$ cat config.mk
export PLATFORM = sky130hd
export DESIGN_NAME = mem_arbiter
export DESIGN_NICKNAME = d
export VERILOG_FILES = /design/src/rtl/mem_arbiter.sv
export SDC_FILE = /design/constraint.sdc
export NUM_CORES = 1
export LEC_CHECK = 0
export CAP_MARGIN = 40
export CORE_ASPECT_RATIO = 0.5
export CORE_UTILIZATION = 23
export DETAILED_ROUTE_END_ITERATION = 10
export GPL_ROUTABILITY_DRIVEN = 0
export HOLD_SLACK_MARGIN = 0.08
export SYNTH_ARGS = -nofsm -noshare
export SYNTH_HDL_FRONTEND = slang
export SYNTH_SLANG_ARGS = --single-unit
$ cat constraint.sdc
create_clock -name clk -period 3.8 [get_ports clk]
set_input_delay 0.38 -clock clk [delete_from_list [all_inputs] [get_ports clk]]
set_output_delay 0.38 -clock clk [all_outputs]
set_load 0.01 [all_outputs]
$ cat src/rtl/mem_arbiter.sv
// Single-port memory arbiter: round-robin between instruction fetch (IF) and load/store (LS).
// Optional response timeout is compiled in with `define MEM_ARB_TIMEOUT_EN.
module mem_arbiter #(
    parameter int ADDR_W         = 32,
    parameter int DATA_W         = 32,
    parameter int TIMEOUT_CYCLES = 255
) (
    input  logic              clk,
    input  logic              rst,
    input  logic              if_req_i,
    input  logic [ADDR_W-1:0] if_addr_i,
    output logic              if_done_o,
    output logic              if_err_o,
    output logic [DATA_W-1:0] if_rdata_o,
    input  logic              ls_req_i,
    input  logic              ls_we_i,
    input  logic [3:0]        ls_be_i,
    input  logic [ADDR_W-1:0] ls_addr_i,
    input  logic [DATA_W-1:0] ls_wdata_i,
    output logic              ls_done_o,
    output logic              ls_err_o,
    output logic [DATA_W-1:0] ls_rdata_o,
    output logic              mem_req_o,
    output logic              mem_we_o,
    output logic [3:0]        mem_be_o,
    output logic [ADDR_W-1:0] mem_addr_o,
    output logic [DATA_W-1:0] mem_wdata_o,
    input  logic              mem_gnt_i,
    input  logic              mem_rvalid_i,
    input  logic [DATA_W-1:0] mem_rdata_i,
    input  logic              mem_err_i
);

    typedef enum logic [1:0] {
        ST_IDLE,
        ST_REQ,
        ST_WAIT
    } state_t;

    typedef enum logic {
        OWN_IF,
        OWN_LS
    } owner_t;

    state_t            state_q;
    owner_t            owner_q;
    owner_t            lastOwner_q;
    logic              cmdWe_q;
    logic [3:0]        cmdBe_q;
    logic [ADDR_W-1:0] cmdAddr_q;
    logic [DATA_W-1:0] cmdWdata_q;

    logic grantLs;
    logic respDone;
    logic timeoutHit;
    logic anyDone;

    // On a tie the requester that did not own the bus last time wins.
    assign grantLs  = ls_req_i && (!if_req_i || (lastOwner_q == OWN_IF));
    assign respDone = (state_q == ST_WAIT) && mem_rvalid_i;

`ifdef MEM_ARB_TIMEOUT_EN
    localparam int CNT_W = ($clog2(TIMEOUT_CYCLES + 1) > 8) ? $clog2(TIMEOUT_CYCLES + 1) : 8;

    logic [CNT_W-1:0] timeoutCnt_q;

    // A real response in the same cycle as the limit still completes normally.
    assign timeoutHit = (state_q != ST_IDLE) && !respDone
                        && (timeoutCnt_q == CNT_W'(TIMEOUT_CYCLES));

    always_ff @(posedge clk or posedge rst) begin
        if (rst) begin
            timeoutCnt_q <= '0;
        end else if (state_q == ST_IDLE) begin
            timeoutCnt_q <= '0;
        end else begin
            timeoutCnt_q <= timeoutCnt_q + CNT_W'(1);
        end
    end
`else
    assign timeoutHit = (TIMEOUT_CYCLES < 0);
`endif

    assign anyDone = respDone || timeoutHit;

    always_ff @(posedge clk or posedge rst) begin
        if (rst) begin
            state_q     <= ST_IDLE;
            owner_q     <= OWN_IF;
            lastOwner_q <= OWN_IF;
            cmdWe_q     <= 1'b0;
            cmdBe_q     <= 4'h0;
            cmdAddr_q   <= '0;
            cmdWdata_q  <= '0;
        end else begin
            case (state_q)
                ST_IDLE: begin
                    if (if_req_i || ls_req_i) begin
                        state_q <= ST_REQ;
                        if (grantLs) begin
                            owner_q     <= OWN_LS;
                            lastOwner_q <= OWN_LS;
                            cmdWe_q     <= ls_we_i;
                            cmdBe_q     <= ls_be_i;
                            cmdAddr_q   <= ls_addr_i;
                            cmdWdata_q  <= ls_wdata_i;
                        end else begin
                            owner_q     <= OWN_IF;
                            lastOwner_q <= OWN_IF;
                            cmdWe_q     <= 1'b0;
                            cmdBe_q     <= 4'hF;
                            cmdAddr_q   <= if_addr_i;
                            cmdWdata_q  <= '0;
                        end
                    end
                end
                ST_REQ: begin
                    if (timeoutHit) begin
                        state_q <= ST_IDLE;
                    end else if (mem_gnt_i) begin
                        state_q <= ST_WAIT;
                    end
                end
                ST_WAIT: begin
                    if (anyDone) begin
                        state_q <= ST_IDLE;
                    end
                end
                default: state_q <= ST_IDLE;
            endcase
        end
    end

    // Completion is steered combinationally to whichever side owns the bus.
    assign if_done_o  = anyDone && (owner_q == OWN_IF);
    assign ls_done_o  = anyDone && (owner_q == OWN_LS);
    assign if_err_o   = if_done_o && (respDone ? mem_err_i : 1'b1);
    assign ls_err_o   = ls_done_o && (respDone ? mem_err_i : 1'b1);
    assign if_rdata_o = (if_done_o && respDone) ? mem_rdata_i : '0;
    assign ls_rdata_o = (ls_done_o && respDone) ? mem_rdata_i : '0;

    assign mem_req_o   = (state_q == ST_REQ) && !timeoutHit;
    assign mem_we_o    = cmdWe_q;
    assign mem_be_o    = cmdBe_q;
    assign mem_addr_o  = cmdAddr_q;
    assign mem_wdata_o = cmdWdata_q;

endmodule

==> flow_summary.ini <==
[outcome]
status = finished, final reports clean

[timing]
worst_pin_slew_ns = 0.7968
min_period_ns = 2.584
finalHoldViolCount = 0
tns_ns = 0
slew_headroom_pct = 46.88
slew_viol_final = 0
fin_crit_sh_pct = 68.00
setup_viol = 0
fmax_ghz = 0.3870
fin_worst_skew_ns = 0.006579
rsz0062_at_grt = false

[yosys]
synthArstFlopShare_pct = 100.0
ys_types = 24
syn_nets = 415
synth_seq_cells = 72
netlist_instances = 275
ys_top_cells_by_count = 72 x dfrtp_1, 66 x and2_1, 49 x mux2_4
netlist_area_sq_um = 3680
yosysTopAreaCell = dfrtp_1
synth_most_common_cell = dfrtp_1
synth_ff_type = dfrtp_1
synthTopCellsByArea = dfrtp_1 49%, mux2_4 20%, and2_1 11%
yosysSeqAreaShare_pct = 48.96
yosys_warnings = 0
synth_edf_count = 0
avgSynthCellArea_sq_um = 13.38
synth_top_area_share_pct = 48.96

[cells_and_area]
fin_cells = 763
antenna_cells = 0
nFillCells = 1425
drive_gt1_share_pct = 16.99
nets = 694
area_growth_pct = 92.11

[worst_setup_path]
crit_chain = nand2b_1 -> nor3b_2 -> buf_4 -> and2_1 -> clkdlybuf4s50_1
rr_worst_depth = 4
critical_path_buf_inv_count = 2
r2r_start = state_q[0]$_DFFE_PP0P_
required_ns = 3.42
cpPeakStageDelay_ns = 0.55
slowest_stage = clkdlybuf4s50_1
cp_top_family = buffers and inverters
cp.arrival_ns = 2.20
worstSetupStartpointType = flip-flop
path_max_fanout = 34
end_kind = output port
worstReg2RegEnd = mem_addr_o[17]$_DFFE_PP0P_
r2r_slack_ns = 1.57
worstSetupPathType = flip-flop to output port

[job]
maxCapViolCount = 0

[routing]
num_vias = 3228
totalWireLength_um = 13080
dr.pass1.iters = 4
vias_per_cell = 4.231
drtIter0Drc = 138
drc_errors = 0
avgRoutedWirePerCell_um = 17.14
ant_nets = 0

[pwr]
p_total_mw = 4.713
power_per_cell_area_nw_per_um2 = 666.6
worst_ir_drop_vdd_v = 0.0002542
p_leak_nw = 3.001

[clocking]
cts_resized = 0
clkSlewWorstSetupHoldPaths_ns = 0.06
clkLatencyLatePin_ns = 0.34
h-tree-depth = 3
hold_buffers = 0
post_cts_buffers = 0
max-clock-path-buffers = 2
cts_buffers = 9
clock_sinks = 72
ctsRootBufferMaster = clkbuf_16
cts_tree = done

[place]
dp_cells = 747
io_buffers = 277
place_hpwl_um = 10170

[die]
dieHeight_um = 91.44
initial_core_util_pct = 23.69
core-area_sq_um = 15530
dieArea_sq_um = 16540
pin_count = 278
num_rows = 32
die_w_um = 180.9

[global_routing]
grt_start_max_net_pins = 35
grt-ovfl-total = 0
antenna_found_initial = 0
grt_first_pass_wirelength_um = 19920
grt_pass1_vias = 3581
grtUsageTotal_pct = 15.92

[min_path]
hp-class = input pin to async pin
## registers in the layout, summed over array words and instances (netlist names)
signal	cells
mem_we_o	1
mem_wdata_o	32
mem_addr_o	32
state_q	2
mem_be_o	4
lastOwner_q	1
## cells in the final DEF (no fill, tap or decap), types with 3 or more instances in the layout
master,n
mux2_2,12
mux2_1,3
a22o_1,33
buf_4,9
clkdlybuf4s50_1,277
mux2_4,49
and2_1,66
bufinv_16,4
clkbuf_16,9
o22a_1,4
dfrtp_1,72
## area by class of cell
cell class	count	area [sq um]	area share, %
timing repair buffer	288	2880	40.74
multi-input combinational	181	1757	24.85
sequential	72	1802	25.49
inverter	2	7.507	0.1062
clock buffer	9	225.2	3.186
clock inverter	7	142.6	2.018
tap	204	255.2	3.611
## per-stage QoR
stage	util (%)	hold WS (ns)	area (sq um)	setup WS (ns)
floorplan	-	0.4716	3680	1.595
global placement	42.88	0.4887	6661	1.091
detailed placement	43.14	0.4919	6701	1.319
CTS	45.51	0.3431	7069	1.186
global route	45.51	0.3718	7069	1.081
finish	45.51	0.3436	7069	1.216
## worst max-delay path by stage
stage                                start                    endpoint  cells past startpoint
global route        state_q[0]$_DFFE_PP0P_               if_rdata_o[2]                      5
detailed placement                if_req_i  mem_addr_o[20]$_DFFE_PP0P_                      4
floorplan                              rst     lastOwner_q$_DFFE_PP0P_                      1
CTS                 state_q[0]$_DFFE_PP0P_              if_rdata_o[17]                      5
finish              state_q[0]$_DFFE_PP0P_              if_rdata_o[17]                      5
global placement                  if_req_i  mem_addr_o[10]$_DFFE_PP0P_                      5
## layer usage
metal,wire (um),vias to the layer above,global-route usage (%)
met1,5444,1586,18.22
met4,199,0,4.843
met5,0,-,0
met2,6807,98,29.05
li1,-,1527,-
met3,624,17,4.172
## logic make-up (layout without fill, tap and decap cells)
logic type / count (synthesis) / count (layout) / share of synthesized area [%]
compound gates: 43 / 43 / 9.895
buf+inv: 22 / 306 / 3.434
flops: 72 / 72 / 48.96
mux: 64 / 64 / 24.58
simple gates: 74 / 74 / 13.12
## power breakdown
group | internal [mW] | total (mW) | switching (mW)
Sequential | 1.15 | 1.38 | 0.234
Combinational | 1.42 | 2.28 | 0.860
Clock | 0.710 | 1.05 | 0.339
No activity file was read; power rests on OpenSTA's default activity.
